==> src/rtl/aq_axis_dwidth_down.sv <==
// Serialises each wide AXIS word into RATIO narrow beats (lane 0 first) and regenerates TLAST from PKT_LEN.
// Latency: 1 cycle from input acceptance to first output beat; sustained 1 output beat per cycle.
// Backpressure: S_AXIS_TREADY only while the hold register is empty or its last lane leaves; outputs hold while stalled.
module aq_axis_dwidth_down #(
  parameter int IN_WIDTH  = 64,
  parameter int RATIO     = 2,
  parameter int LEN_WIDTH = 16
) (
  input  logic                          ACLK,
  input  logic                          RST_N,
  input  logic                          S_AXIS_TVALID,
  output logic                          S_AXIS_TREADY,
  input  logic [IN_WIDTH-1:0]           S_AXIS_TDATA,
  output logic                          M_AXIS_TVALID,
  input  logic                          M_AXIS_TREADY,
  output logic                          M_AXIS_TLAST,
  output logic [IN_WIDTH/RATIO-1:0]     M_AXIS_TDATA,
  input  logic                          ENABLE,
  input  logic [LEN_WIDTH-1:0]          PKT_LEN,
  output logic                          PKT_DONE,
  output logic                          BUSY
);

  localparam int OUT_WIDTH = IN_WIDTH / RATIO;
  localparam int LANE_W    = (RATIO > 1) ? $clog2(RATIO) : 1;
  localparam logic [LANE_W-1:0]    LANE_LAST = LANE_W'(RATIO - 1);
  localparam logic [LEN_WIDTH-1:0] CNT_MAX   = {LEN_WIDTH{1'b1}};

  logic                 rdy_en_q;
  logic [IN_WIDTH-1:0]  hold_q, hold_d;
  logic                 hold_vld_q, hold_vld_d;
  logic [LANE_W-1:0]    lane_q, lane_d;
  logic [LEN_WIDTH-1:0] cnt_q, cnt_d;
  logic [LEN_WIDTH-1:0] len_q, len_d;
  logic [LEN_WIDTH-1:0] eff_len;
  logic                 m_tvalid_q, m_tvalid_d;
  logic                 m_tlast_q, m_tlast_d;
  logic [OUT_WIDTH-1:0] m_tdata_q, m_tdata_d;
  logic                 pkt_done_q, pkt_done_d;
  logic                 busy_q, busy_d;

  logic m_xfer;
  logic last_lane;
  logic s_ready;
  logic s_load;

  assign m_xfer    = m_tvalid_q & M_AXIS_TREADY;
  assign last_lane = (lane_q == LANE_LAST);
  // A new word may land in the same cycle the final lane leaves, so there is no bubble between words.
  assign s_ready   = rdy_en_q & (~hold_vld_q | (m_xfer & last_lane));
  assign s_load    = S_AXIS_TVALID & s_ready;

  assign S_AXIS_TREADY = s_ready;
  assign M_AXIS_TVALID = m_tvalid_q;
  assign M_AXIS_TLAST  = m_tlast_q;
  assign M_AXIS_TDATA  = m_tdata_q;
  assign PKT_DONE      = pkt_done_q;
  assign BUSY          = busy_q;

  // Hold register and lane pointer: advance on beat transfer, reload on word acceptance.
  always_comb begin
    hold_d     = hold_q;
    hold_vld_d = hold_vld_q;
    lane_d     = lane_q;
    if (m_xfer) begin
      if (last_lane) hold_vld_d = 1'b0;
      else           lane_d     = lane_q + LANE_W'(1);
    end
    if (s_load) begin
      hold_d     = S_AXIS_TDATA;
      hold_vld_d = 1'b1;
      lane_d     = '0;
    end
  end

  // Packet beat counter and length latch; a zero length saturates the counter instead of wrapping.
  always_comb begin
    cnt_d      = cnt_q;
    len_d      = len_q;
    pkt_done_d = 1'b0;
    if (m_xfer) begin
      if (cnt_q == '0) len_d = PKT_LEN;
      if (m_tlast_q) begin
        cnt_d      = '0;
        pkt_done_d = 1'b1;
      end else if (cnt_q != CNT_MAX) begin
        cnt_d = cnt_q + LEN_WIDTH'(1);
      end
    end
    busy_d = (cnt_d != '0);
  end

  // Registered output beat: frozen while stalled, otherwise the next lane, gated by ENABLE at packet boundaries.
  always_comb begin
    eff_len    = (cnt_d == '0) ? PKT_LEN : len_d;
    m_tvalid_d = m_tvalid_q;
    m_tlast_d  = m_tlast_q;
    m_tdata_d  = m_tdata_q;
    if (!(m_tvalid_q && !M_AXIS_TREADY)) begin
      m_tvalid_d = hold_vld_d & ((cnt_d != '0) | ENABLE);
      m_tlast_d  = (eff_len != '0) & (cnt_d == eff_len - LEN_WIDTH'(1));
      m_tdata_d  = hold_d[OUT_WIDTH-1:0];
      for (int i = 0; i < RATIO; i++) begin
        if (lane_d == LANE_W'(i)) m_tdata_d = hold_d[i*OUT_WIDTH +: OUT_WIDTH];
      end
    end
  end

  // State and output registers; ready enable comes up one cycle after reset release.
  always_ff @(posedge ACLK or negedge RST_N) begin
    if (!RST_N) begin
      rdy_en_q   <= 1'b0;
      hold_q     <= '0;
      hold_vld_q <= 1'b0;
      lane_q     <= '0;
      cnt_q      <= '0;
      len_q      <= '0;
      m_tvalid_q <= 1'b0;
      m_tlast_q  <= 1'b0;
      m_tdata_q  <= '0;
      pkt_done_q <= 1'b0;
      busy_q     <= 1'b0;
    end else begin
      rdy_en_q   <= 1'b1;
      hold_q     <= hold_d;
      hold_vld_q <= hold_vld_d;
      lane_q     <= lane_d;
      cnt_q      <= cnt_d;
      len_q      <= len_d;
      m_tvalid_q <= m_tvalid_d;
      m_tlast_q  <= m_tlast_d;
      m_tdata_q  <= m_tdata_d;
      pkt_done_q <= pkt_done_d;
      busy_q     <= busy_d;
    end
  end

endmodule
==> config.mk <==
export PLATFORM = sky130hd
export DESIGN_NAME = aq_axis_dwidth_down
export DESIGN_NICKNAME = d
export VERILOG_FILES = /design/src/rtl/aq_axis_dwidth_down.sv
export SDC_FILE = /design/constraint.sdc
export NUM_CORES = 1
export LEC_CHECK = 0
export BUFFER_PORTS_ARGS = -buffer_cell sky130_fd_sc_hd__buf_2
export CORE_MARGIN = 2
export CORE_UTILIZATION = 61
export CTS_CLUSTER_SIZE = 12
export DETAILED_ROUTE_END_ITERATION = 8
export GPL_TIMING_DRIVEN = 0
export PLACE_DENSITY = 0.86
export SETUP_SLACK_MARGIN = 0.02
export SYNTH_ARGS = -nofsm -noshare
export SYNTH_HDL_FRONTEND = slang
export SYNTH_SLANG_ARGS = --single-unit
==> constraint.sdc <==
create_clock -name ACLK -period 6.85 [get_ports ACLK]
set_clock_uncertainty 0.1 [all_clocks]
set_input_delay 0.3425 -clock ACLK [delete_from_list [all_inputs] [get_ports ACLK]]
set_output_delay 0.3425 -clock ACLK [all_outputs]
set_load 0.01 [all_outputs]
Word level (Yosys, flattened, before mapping)
Cells that the tools add are included.
{"block": "op_classes", "add_sub_neg": 3, "n_eq_ne": 2, "muxes": 16, "bitwise_logic": 9, "n_reduce_logical": 6}
{"cell": "16-bit 2-to-1 mux", "count": 6}
{"cell": "64-bit 2-to-1 mux", "count": 1}
{"cell": "16-bit logical NOT", "count": 2}
{"cell": "32-bit 2-to-1 mux", "count": 1}
{"cell": "16-bit nonzero test", "count": 2}
{"cell": "16-bit by 1-bit adder with 16-bit output, second input constant", "count": 1}
{"cell": "16-bit equality test", "count": 1}
{"cell": "16-bit != test, second input constant", "count": 1}
{"cell": "16-bit by 1-bit subtractor with 16-bit output, second input constant", "count": 1}
{"cell": "1-bit 2-to-1 mux", "count": 8}
{"cell": "1-bit AND", "count": 6}
{"cell": "1-bit OR", "count": 2}
{"cell": "1-bit adder, second input constant", "count": 1}
{"cell": "1-bit logical AND", "count": 1}
{"cell": "1-bit logical NOT", "count": 1}
{"cell": "1-bit inverter", "count": 1}
{"block": "totals", "regBits": 135, "inputBits": 85, "output_inout_bits": 37, "wordCells": 47}

Longest topological paths before layout
Gate-level depths: netlist (run 1).
{"block": "logic_depth", "word_depth": 9, "ltp_mapped": 19, "ltp_nobuf": 16}

Least setup slack after synthesis (run 1)
Ideal clock, no wire load.
{"block": "synth_timing", "path_type": "register to register", "start": "register cnt_q[1]", "end": "register m_tlast_q (netlist: M_AXIS_TLAST)", "setup_ps": 92, "arrival_time_ps": 3890, "required_ps": 6658, "path_slack_ps": 2768, "stages_incl_launch_ff": 18, "n_path_buf": 2, "synth_period_minus_slack_ps": 4082, "path_cell_list": "dfrtp_1 ha_1 nand3_1 a211oi_1 nand2_1 mux2i_1 nor4_1 and3_4 inv_2 buf_6 buf_4 mux2i_1 ha_1 nand2_1 mux2i_1 o211ai_1 o31a_1 o31ai_2"}
{"block": "synth_via", "elab_chain_len": 9, "elab_cells_between_ends": 14, "classes_between": "2 x add/sub; 2 x eq/ne; 6 x mux; 1 x bitwise; 3 x reduce/logical"}
{"element": "start: declaration", "line_no": "33", "rtl": "logic [LEN_WIDTH-1:0] cnt_q, cnt_d;"}
{"element": "start signal: assignment", "line_no": "128", "rtl": "cnt_q <= cnt_d;"}
{"element": "16-bit by 1-bit adder with 16-bit output / 16-bit != test (equally long branches)", "line_no": "87, 86"}
{"element": "16-bit 2-to-1 mux (*)", "line_no": "86", "rtl": "end else if (cnt_q != CNT_MAX) begin"}
{"element": "16-bit 2-to-1 mux (*)", "line_no": "83", "rtl": "if (m_tlast_q) begin"}
{"element": "16-bit 2-to-1 mux (*)", "line_no": "81", "rtl": "if (m_xfer) begin"}
{"element": "net cnt_d[8]", "line_no": "33"}
{"element": "16-bit logical NOT", "line_no": "95", "rtl": "eff_len = (cnt_d == '0) ? PKT_LEN : len_d;"}
{"element": "16-bit 2-to-1 mux", "line_no": "95"}
{"element": "16-bit by 1-bit subtractor with 16-bit output", "line_no": "101", "rtl": "m_tlast_d = (eff_len != '0) & (cnt_d == eff_len - LEN_WIDTH'(1));"}
{"element": "16-bit equality test", "line_no": "101"}
{"element": "1-bit AND (*)", "line_no": "101"}
{"element": "end signal: assignment", "line_no": "131", "rtl": "m_tlast_q <= m_tlast_d;"}
{"element": "end: declaration", "line_no": "37", "rtl": "logic m_tlast_q, m_tlast_d;"}
The timed path passes the listed nets; every way through them passes the cells marked *.
A chain may end at the register's enable or synchronous reset.

Worst setup path after layout (run 1)
Same ends and word-level chain as after synthesis.

==> results of run 1 <==
final cells by class:
cell class	instances	area, sq um
Inverter	12	45.0
Fill cell	782	2910
Clock buffer	20	457
Multi-Input combinational cell	471	3430
Tap cell	143	179
Clock inverter	10	97.6
Timing Repair Buffer	122	644
Buffer	35	186
Sequential cell	135	3380
per-layer routing:
| metal | vias to the layer above | part of all wire [%] | wire [microns] | global-route usage, % |
|---|---|---|---|---|
| met5 | - | 0 | 0 | 0 |
| met4 | 0 | 2.0 | 358 | 10.7 |
| met3 | 33 | 8.1 | 1490 | 9.64 |
| met2 | 237 | 50 | 9190 | 51.2 |
| met1 | 2804 | 40 | 7320 | 38.4 |
| li1 | 2627 | - | - | - |
path summary, 6_finish.rpt:
kind / start / endpoint / slack [ns] / cells past startpoint
setup / recovery: cnt_q[1] / M_AXIS_TLAST / 1.67 / 18
hold / removal: S_AXIS_TDATA[1] / hold_q[1] / 0.07 / 2
setup reg to reg: cnt_q[1] / M_AXIS_TLAST / 1.67 / 18
hold reg to reg: M_AXIS_TDATA[30] / M_AXIS_TDATA[30] / 0.37 / 2
max in group asynchronous: RST_N / len_q[3] / 5.59 / 3
min in group asynchronous: RST_N / PKT_DONE / 0.27 / 2
what timing repair did:
item / CTS / global route
endpoints found under the hold margin: 27 / 0
setup buffers: 0 / 0
hold buffers: 1 / 0
where the power goes:
part / switching (mW) / total [mW] / leakage [nW] / internal [mW]
Clock: 0.343 / 0.859 / 0.265 / 0.516
Sequential: 0.123 / 1.24 / 1.65 / 1.11
Combinational: 0.591 / 1.07 / 2.05 / 0.483
cell usage in the layout, fill, tap and decap left out, types with 16 or more instances in the layout:
master,Yosys,layout
sky130_fd_sc_hd__nor4_1,16,16
sky130_fd_sc_hd__o21ai_0,41,41
sky130_fd_sc_hd__nand2_1,90,90
sky130_fd_sc_hd__mux2i_1,61,61
sky130_fd_sc_hd__clkbuf_1,18,19
sky130_fd_sc_hd__nor2_1,28,28
sky130_fd_sc_hd__mux2_2,68,68
sky130_fd_sc_hd__clkbuf_16,0,17
sky130_fd_sc_hd__buf_2,4,123
sky130_fd_sc_hd__nor3_1,17,17
sky130_fd_sc_hd__dfrtp_1,135,135
cells by family (layout without fill, tap and decap cells):
| logic type | count (synthesis) | after routing | share of synthesized area, % |
|---|---|---|---|
| AOI/OAI and AO/OA | 91 | 91 | 8.43 |
| xor gates and xnor gates | 23 | 23 | 3.06 |
| adders and majority gates | 4 | 4 | 0.711 |
| buffers and inverters | 47 | 199 | 3.29 |
| DFF | 135 | 135 | 48.0 |
| muxes | 130 | 130 | 19.9 |
| other | 1 | 1 | 0.0533 |
| and+or+nand+nor | 222 | 222 | 16.6 |
metrics by stage:
step                power [mW]  utilization (%)  hold slack [ns]
floorplan                 1.94                -          -0.0531
global placement          2.23             69.0            0.358
detailed placement        2.31             69.3            0.138
CTS                       3.17             74.3           0.0603
global route              3.35             74.3           0.0502
finish                    3.17             74.3           0.0714
cells in the mapped netlist, types with 8 or more instances:
cell type,instances
sky130_fd_sc_hd__nor4_1,16
sky130_fd_sc_hd__mux2_2,68
sky130_fd_sc_hd__mux2i_1,61
sky130_fd_sc_hd__nand4_1,9
sky130_fd_sc_hd__nand2_1,90
sky130_fd_sc_hd__inv_1,11
sky130_fd_sc_hd__clkbuf_1,18
sky130_fd_sc_hd__nor3_1,17
sky130_fd_sc_hd__dfrtp_1,135
sky130_fd_sc_hd__a211oi_1,8
sky130_fd_sc_hd__xnor2_1,15
sky130_fd_sc_hd__a21oi_1,10
sky130_fd_sc_hd__o21ai_0,41
sky130_fd_sc_hd__nor2_1,28
sky130_fd_sc_hd__nand3_1,9
worst register-to-register path: stages (launching register included):
cell and delay [ns]:
sky130_fd_sc_hd__dfrtp_1 0.44, sky130_fd_sc_hd__ha_1 0.25, sky130_fd_sc_hd__nand3_1 0.30, sky130_fd_sc_hd__nor4_4 0.59, sky130_fd_sc_hd__nor2_1 0.21, sky130_fd_sc_hd__a31oi_1 0.46, sky130_fd_sc_hd__nor4b_1 0.15, sky130_fd_sc_hd__and3_4 0.22
sky130_fd_sc_hd__inv_2 0.09, sky130_fd_sc_hd__buf_6 0.18, sky130_fd_sc_hd__buf_4 0.22, sky130_fd_sc_hd__mux2i_1 0.31, sky130_fd_sc_hd__ha_1 0.30, sky130_fd_sc_hd__nand2_1 0.07, sky130_fd_sc_hd__mux2i_1 0.44, sky130_fd_sc_hd__nand4_1 0.16
sky130_fd_sc_hd__mux2i_1 0.20, sky130_fd_sc_hd__o221ai_1 0.15, sky130_fd_sc_hd__o31ai_2 0.25
flip-flops by register name (all words and copies together) (netlist names):
| name | cells |
|---|---|
| BUSY | 1 |
| rdy_en_q | 1 |
| hold_q | 64 |
| M_AXIS_TVALID | 1 |
| len_q | 16 |
| hold_vld_q | 1 |
| M_AXIS_TLAST | 1 |
| cnt_q | 16 |
| PKT_DONE | 1 |
| lane_q | 1 |
| M_AXIS_TDATA | 32 |
==> results.md, run 1 <==
- Once the floorplan was initialized, standard cells occupied 62.1% of the core.
- The global-route wire length before repair is between 20000 and 30000 microns.
- In this run the remaining antenna-violating nets after routing total 0.
- The clock-pin slew on the worst setup and hold paths is 0.06 ns.
- The number of hold violations in the final report is 0.
- The worst setup path is of the flip-flop to flip-flop kind.
- In this run the worst path has a maximum fanout of 10.
- The cell area after synthesis is 7040 sq um.
- The number of slew-limit violations in the final report was 0.
- The ratio of cells with drive above 1 in the final layout is 30.7%.
- The number of clock sinks seen by CTS is between 100 and 150.
- At the end of the flow, the number of nets in the layout was slightly below 900.
- The post-layout instance count excluding filler cells is 948.
- For this run, the leading register cell type out of synthesis is sky130_fd_sc_hd__dfrtp_1.
- Sorting the synthesized cells by area gives the leading types as sky130_fd_sc_hd__dfrtp_1 48%, sky130_fd_sc_hd__mux2_2 11%, sky130_fd_sc_hd__mux2i_1 8.7%.
- The highest clock rate is 193 MHz.
- The H-tree generated during clock tree synthesis spans 4 levels.
- The half-perimeter wire length after detailed placement is 13400 microns.
- The final-report setup violation count is 0.
- For this run, the detailed router's first-pass iteration total came to 6.
- The count of routing violations after the opening detailed-route iteration is 511.
- The final standard cell area without fillers is 8410 sq um.
- The post-route clock period utilization is 75.6%.
- After floorplanning, the core was sized to cover 11300 sq um.
- The repair_antennas step left the layout with diodes totalling 0.
- The data arrival time of the critical path is 5.41 ns.
- The clock latency reported for the late side of the worst-skew pair is about 0.42 ns.
- For the final routed database, the setup TNS stands at 0 ns.
- The synthesized design contains 135 register bits.
- The relative slew slack is 24.1%.
- Routability-driven placement finished with a final weighted congestion of 0.989.
- The tightest min-delay check is of the primary input to flip-flop type.
- The DRC violations left is 0.
- For this design the top-level I/O count stands at approximately 120.
- The top cell type by area accounts for 48.0% of the synthesized area.
- The post-synthesis sequential area ratio is 48.0%.
- Broken down by cell family, the worst path's largest delay share belongs to simple AND/OR/NAND/NOR gates.
- The number of cells produced by synthesis is 653.
- Entering global routing, the biggest net connects 109 pins.
- The remaining global-route overflow is 0.
- In this run, post-CTS repair resized a total of 0 instances.
- The overall via count from detail_route is 5701.
- The number of clock buffers added by TritonCTS is 17.
- The run finished with clean final reports.
- Traced cell by cell, the critical path runs through ha_1, nand3_1, nor4_4, nor2_1, a31oi_1, nor4b_1, and3_4, inv_2, buf_6, buf_4, mux2i_1, ha_1, nand2_1, mux2i_1, nand4_1, mux2i_1, o221ai_1, o31ai_2.
- Summing all placed instances gives a cell area of 7850 sq um.
- Setup repair after global routing left no endpoint under its margin.
- The floorplan step defined a die boundary enclosing ~12000 sq um.
- The average size of a mapped cell is 10.8 sq um.
- The max capacitance violation total is 0.
- sky130_fd_sc_hd__dfrtp_1 takes more of the synthesized area than any other cell.
- The worst path needs 5.18 ns of the cycle, external delays included.
- For the pin with the worst max-slew slack, the measured transition is between 1 and 1.5 ns.
- The initialized floorplan defines 39 standard-cell rows.
- The kind of start point of the critical path is a flip-flop.
- Relative to the synthesized area, the layout overhead comes to 19.6%.
- The static leakage is 3.97 nW.
- Counting both buffers and inverters, the worst setup path holds a total of 3.
- The largest vdd supply drop is 0.378 mV.
- No sink is reached through more buffers than the 2 on the longest clock path.
- The number of placed instances with taps included is 917.
- Counting flops with a built-in enable in the synthesized netlist gives 0.
- The Yosys step of the flow raised 0 warnings.
- The number of different library cells in the post-synthesis netlist is 70.
- The cell with the largest stage delay on the worst path is sky130_fd_sc_hd__nor4_4.
- The initial antenna violation count is 1.
- Counting every net in the synthesized netlist gives 742.
- The via count of the first global-routing pass is 5815.
- Before CTS, the worst setup slack after placement is 1.84 ns.
- In the final routed layout, each cell accounts on average for 19.4 microns.
- The global router's overall resource usage is 30.7%.
- Input and output buffers added on the ports amount to 120.
- TritonCTS built the clock tree.
- In this run the vertical extent of the chip is 111 microns.
- After synthesis, the share of flip-flops with an asynchronous set or reset is 100%.
- The root cell of the clock tree is sky130_fd_sc_hd__clkbuf_16.
- The routed wire length is 18400 microns.
- The largest stage delay on the critical path is 0.59 ns.
- At the worst endpoint, the required time is 7.08 ns.
- The capturing element type of the critical path is a flip-flop.
- After detailed routing, the number of vias per cell comes to 6.01.
- The die width is 111 microns.
- The power per standard cell area is 377 nW/um^2.
- The cell occurring most often along the worst timing path is sky130_fd_sc_hd__mux2i_1.
- Setup slack closes at 1.67 ns.
Note: power is estimated with default switching activity, not from simulation.
==> run 2, diff against run 1 <==
CORE_UTILIZATION = 57   (was 61)
PLACE_DENSITY = 0.81   (was 0.86)
clock period = 5.1 ns   (was 6.85 ns; I/O delays follow)
==> run 2 against run 1 <==
  * Register-to-register slack got worse by 1.4 ns
  * Sequential power is 36% higher
  * Routed wire length increased by 17%
  * Critical path depth increased by 1
  * Combinational power increased by 49%
  * Via count is 7.9% higher
  * Fmax rose by 6.9%
  * Clock-buffer cell count shrank 1
  * Critical endpoint unchanged
==> results.md, run 2 (synthesis results as in run 1) <==
- The footprint of the flip-flops and latches is 3380 sq um (unchanged).
- The smallest setup slack after layout is 0.254 ns (-1.41 ns).
- The global-route wire length before repair was 33100 microns (+11%).
- The post-route clock period utilization is 95.0% (+19 points).
- The startpoint identified for the worst hold timing path is S_AXIS_TDATA[57].
- The clock latency reported for the late side of the worst-skew pair is 0.42 ns (about the same).
- The worst hold path stage count was 2 (unchanged).
- The launch instance of the worst register-to-register path is cnt_q[1].
- The max capacitance violation total came to 0 (unchanged).
- The capturing element type of the critical path is a flip-flop.
- The H-tree level count is 4 (unchanged).
- The worst hold path terminates at hold_q[57].
- The count of routing violations after the opening detailed-route iteration is 456 (-11%).
- The run finished with clean final reports.
- TritonCTS built the clock tree.
- The footprint of the multi-input gates is 3510 sq um (+2.5%).
- The power per standard cell area was 493 nW/um^2 (+31%).
- The number of routed nets with antenna violations is 0 (unchanged).
- The number of clock sinks seen by CTS was 135 (unchanged).
- By startpoint and endpoint, the worst setup path is classified as flip-flop to flip-flop.
- The final-report setup violation count was 0 (unchanged).
- Ranked by flip-flop count, first place goes to hold_q.
- The relative slew slack is 25.9% (+1.9 points).
- The data arrival time of the critical path is 5.08 ns (-0.33 ns).
- The number of slew-limit violations in the final report was 0 (unchanged).
- The minimum clock period after layout came to 4.85 ns (-0.336 ns).
- The number of filler instances in the final layout is 773 (-1.2%).
- The data required time at the worst endpoint was 5.33 ns (-1.75 ns).
- From synthesis to final layout, the design area changed by 30.2%.
- The clock-pin slew on the worst setup and hold paths is 0.06 ns (about the same).
- The number of search-and-repair iterations in the first detailed-routing pass is 5 (-1).
- The effective utilization at floorplan is 58.6% (-3.6 points).
- The vertical extent of the die came to 115 microns (+3.3%).
- The kind of start point of the critical path is a flip-flop.
- The number of hold violations in the final report is 0 (unchanged).
- The initial antenna violation count is 1 (unchanged).
- The worst setup slack for register-to-register paths came to 0.25 ns (-1.41 ns).
- The largest net degree at the start of global routing is 110 (+0.92%).
- The vias per cell is 6.05 (+0.61%).
- The library cell used most frequently in the layout, excluding fill and tap cells, is sky130_fd_sc_hd__dfrtp_1.
- The total chip power came to 4.52 mW (+43%).
- The overall via count from detail_route is 6153 (+7.9%).
- The post-route setup TNS was 0 ns (unchanged).
- The count of standard-cell rows was 40 (+2.6%).
- The transition at the pin with the smallest max-transition slack is 1.10 ns (-0.0238 ns).
- The I/O pin count is 122 (unchanged).
- The static leakage is 4.28 nW (+7.9%).
- The root cell of the clock tree is sky130_fd_sc_hd__clkbuf_16.
- The routed wire length is 21400 microns (+17%).
- The top fanout value on the critical path is 10 (unchanged).
- Setup repair after global routing left no endpoint under its margin.
- The final standard cell area without fillers is 9160 sq um (+8.9%).
- The final weighted congestion in routability-driven placement was 0.994 (+0.51%).
- The area after detailed placement is 7850 sq um (about the same).
- The worst slack at placement is -0.102 ns (-1.95 ns).
- The number of I/O port buffers came to 120 (unchanged).
- The largest vdd supply drop is 0.366 mV (-3.1%).
- The net total in the final layout is 946 (+7.1%).
- The remaining global-route overflow is 0 (unchanged).
- The DRC violations left is 0 (unchanged).
- The core area is 12000 sq um (+6.1%).
- The number of CTS-inserted buffers is 17 (unchanged).
- The reg-to-reg critical path endpoint is M_AXIS_TLAST.
- The die area is 13200 sq um (+6.8%).
- The ratio of cells with drive above 1 in the final layout was 30.6% (-0.073 points).
- In the layout the commonest cells are 135 x sky130_fd_sc_hd__dfrtp_1, 123 x sky130_fd_sc_hd__buf_2, 90 x sky130_fd_sc_hd__nand2_1, 68 x sky130_fd_sc_hd__mux2_2, 61 x sky130_fd_sc_hd__dlygate4sd3_1.
- The path class of the lowest-slack min-delay path is primary input to flip-flop.
- The highest clock rate was 206 MHz (+6.9%).
- The clock tree buffer depth is 2 (unchanged).
- The depth of the worst register-to-register path came to 19 (+1).
- The number of flip-flops under the largest register name is 64 (unchanged).
- The global router's overall resource usage is 33.1% (+2.3 points).
- The average wire length per cell after detail routing is 21.1 microns (+8.9%).
- The die width is 115 microns (+3.3%).
- The half-perimeter wire length after detailed placement was 13300 microns (-0.72%).
- The via count of the first global-routing pass is 6511 (+12%).
==> run 2: how the worst max path moves through the flow <==
stage	from	endpoint	slack, ns
after floorplan	cnt_q[1]	M_AXIS_TLAST	1.02
after global placement	cnt_q[1]	M_AXIS_TLAST	-0.12
after detailed placement	cnt_q[1]	M_AXIS_TLAST	-0.10
after CTS	cnt_q[1]	M_AXIS_TLAST	0.04
after global routing	cnt_q[1]	M_AXIS_TLAST	0.005
final	cnt_q[1]	M_AXIS_TLAST	0.25
==> run 2: area by class of cell <==
| type | instances | share of cell area, % |
|---|---|---|
| clock inverters | 12 | 1.56 |
| inverters | 12 | 0.492 |
| well taps | 147 | 2.01 |
| diodes | 1 | 0.0273 |
| clock buffers | 19 | 4.83 |
| repair buffers | 185 | 13.8 |
| plain buffers | 35 | 2.05 |
| multi-input cells | 471 | 38.3 |
| flip-flops and latches | 135 | 36.9 |
==> run 2: repair_timing <==
item	CTS	global route
gates resized for setup	1	16
hold buffers	60	1
pin swaps	1	2
hold endpoints to repair	85	1
setup endpoints to repair	1	1
buffers inserted	0	3
==> run 2: through the flow <==
step / instances / utilization (%) / hold WS, ns
floorplan: 653 / - / -0.141
global placement: 920 / 65.1 / 0.360
detailed placement: 921 / 65.4 / 0.0489
CTS: 1012 / 75.3 / 0.000256
global route: 1017 / 76.3 / 0.00903
finish: 1017 / 76.3 / 0.0118
==> run 2: report_power, final <==
group          internal (mW)  leakage [nW]  switching, mW
combinational          0.691          2.35          0.897
clock                  0.739         0.279          0.505
sequential              1.50          1.65          0.190
total                   2.93          4.28           1.59
==> run 2: critical path, cell delays in order, from the launching register on <==
cell                       delay (ns)
sky130_fd_sc_hd__dfrtp_1         0.46
sky130_fd_sc_hd__ha_2            0.26
sky130_fd_sc_hd__nand3_2         0.19
sky130_fd_sc_hd__nor4_4          0.36
sky130_fd_sc_hd__buf_4           0.22
sky130_fd_sc_hd__nor4_1          0.06
sky130_fd_sc_hd__a221oi_1        0.38
sky130_fd_sc_hd__o41ai_2         0.15
sky130_fd_sc_hd__and3_4          0.19
sky130_fd_sc_hd__inv_2           0.09
sky130_fd_sc_hd__buf_6           0.18
sky130_fd_sc_hd__buf_4           0.23
sky130_fd_sc_hd__mux2i_1         0.29
sky130_fd_sc_hd__ha_1            0.29
sky130_fd_sc_hd__xnor2_1         0.13
sky130_fd_sc_hd__a211oi_1        0.21
sky130_fd_sc_hd__o21ai_0         0.15
sky130_fd_sc_hd__nor4_2          0.38
sky130_fd_sc_hd__nand4_1         0.22
sky130_fd_sc_hd__o31ai_2         0.21
==> run 2: routing by layer <==
metal / track usage, % / wire (microns)
met2: 56.4 / 10700
met4: 17.8 / 975
met3: 8.75 / 1450
met1: 38.2 / 8320
met5: 0 / 0
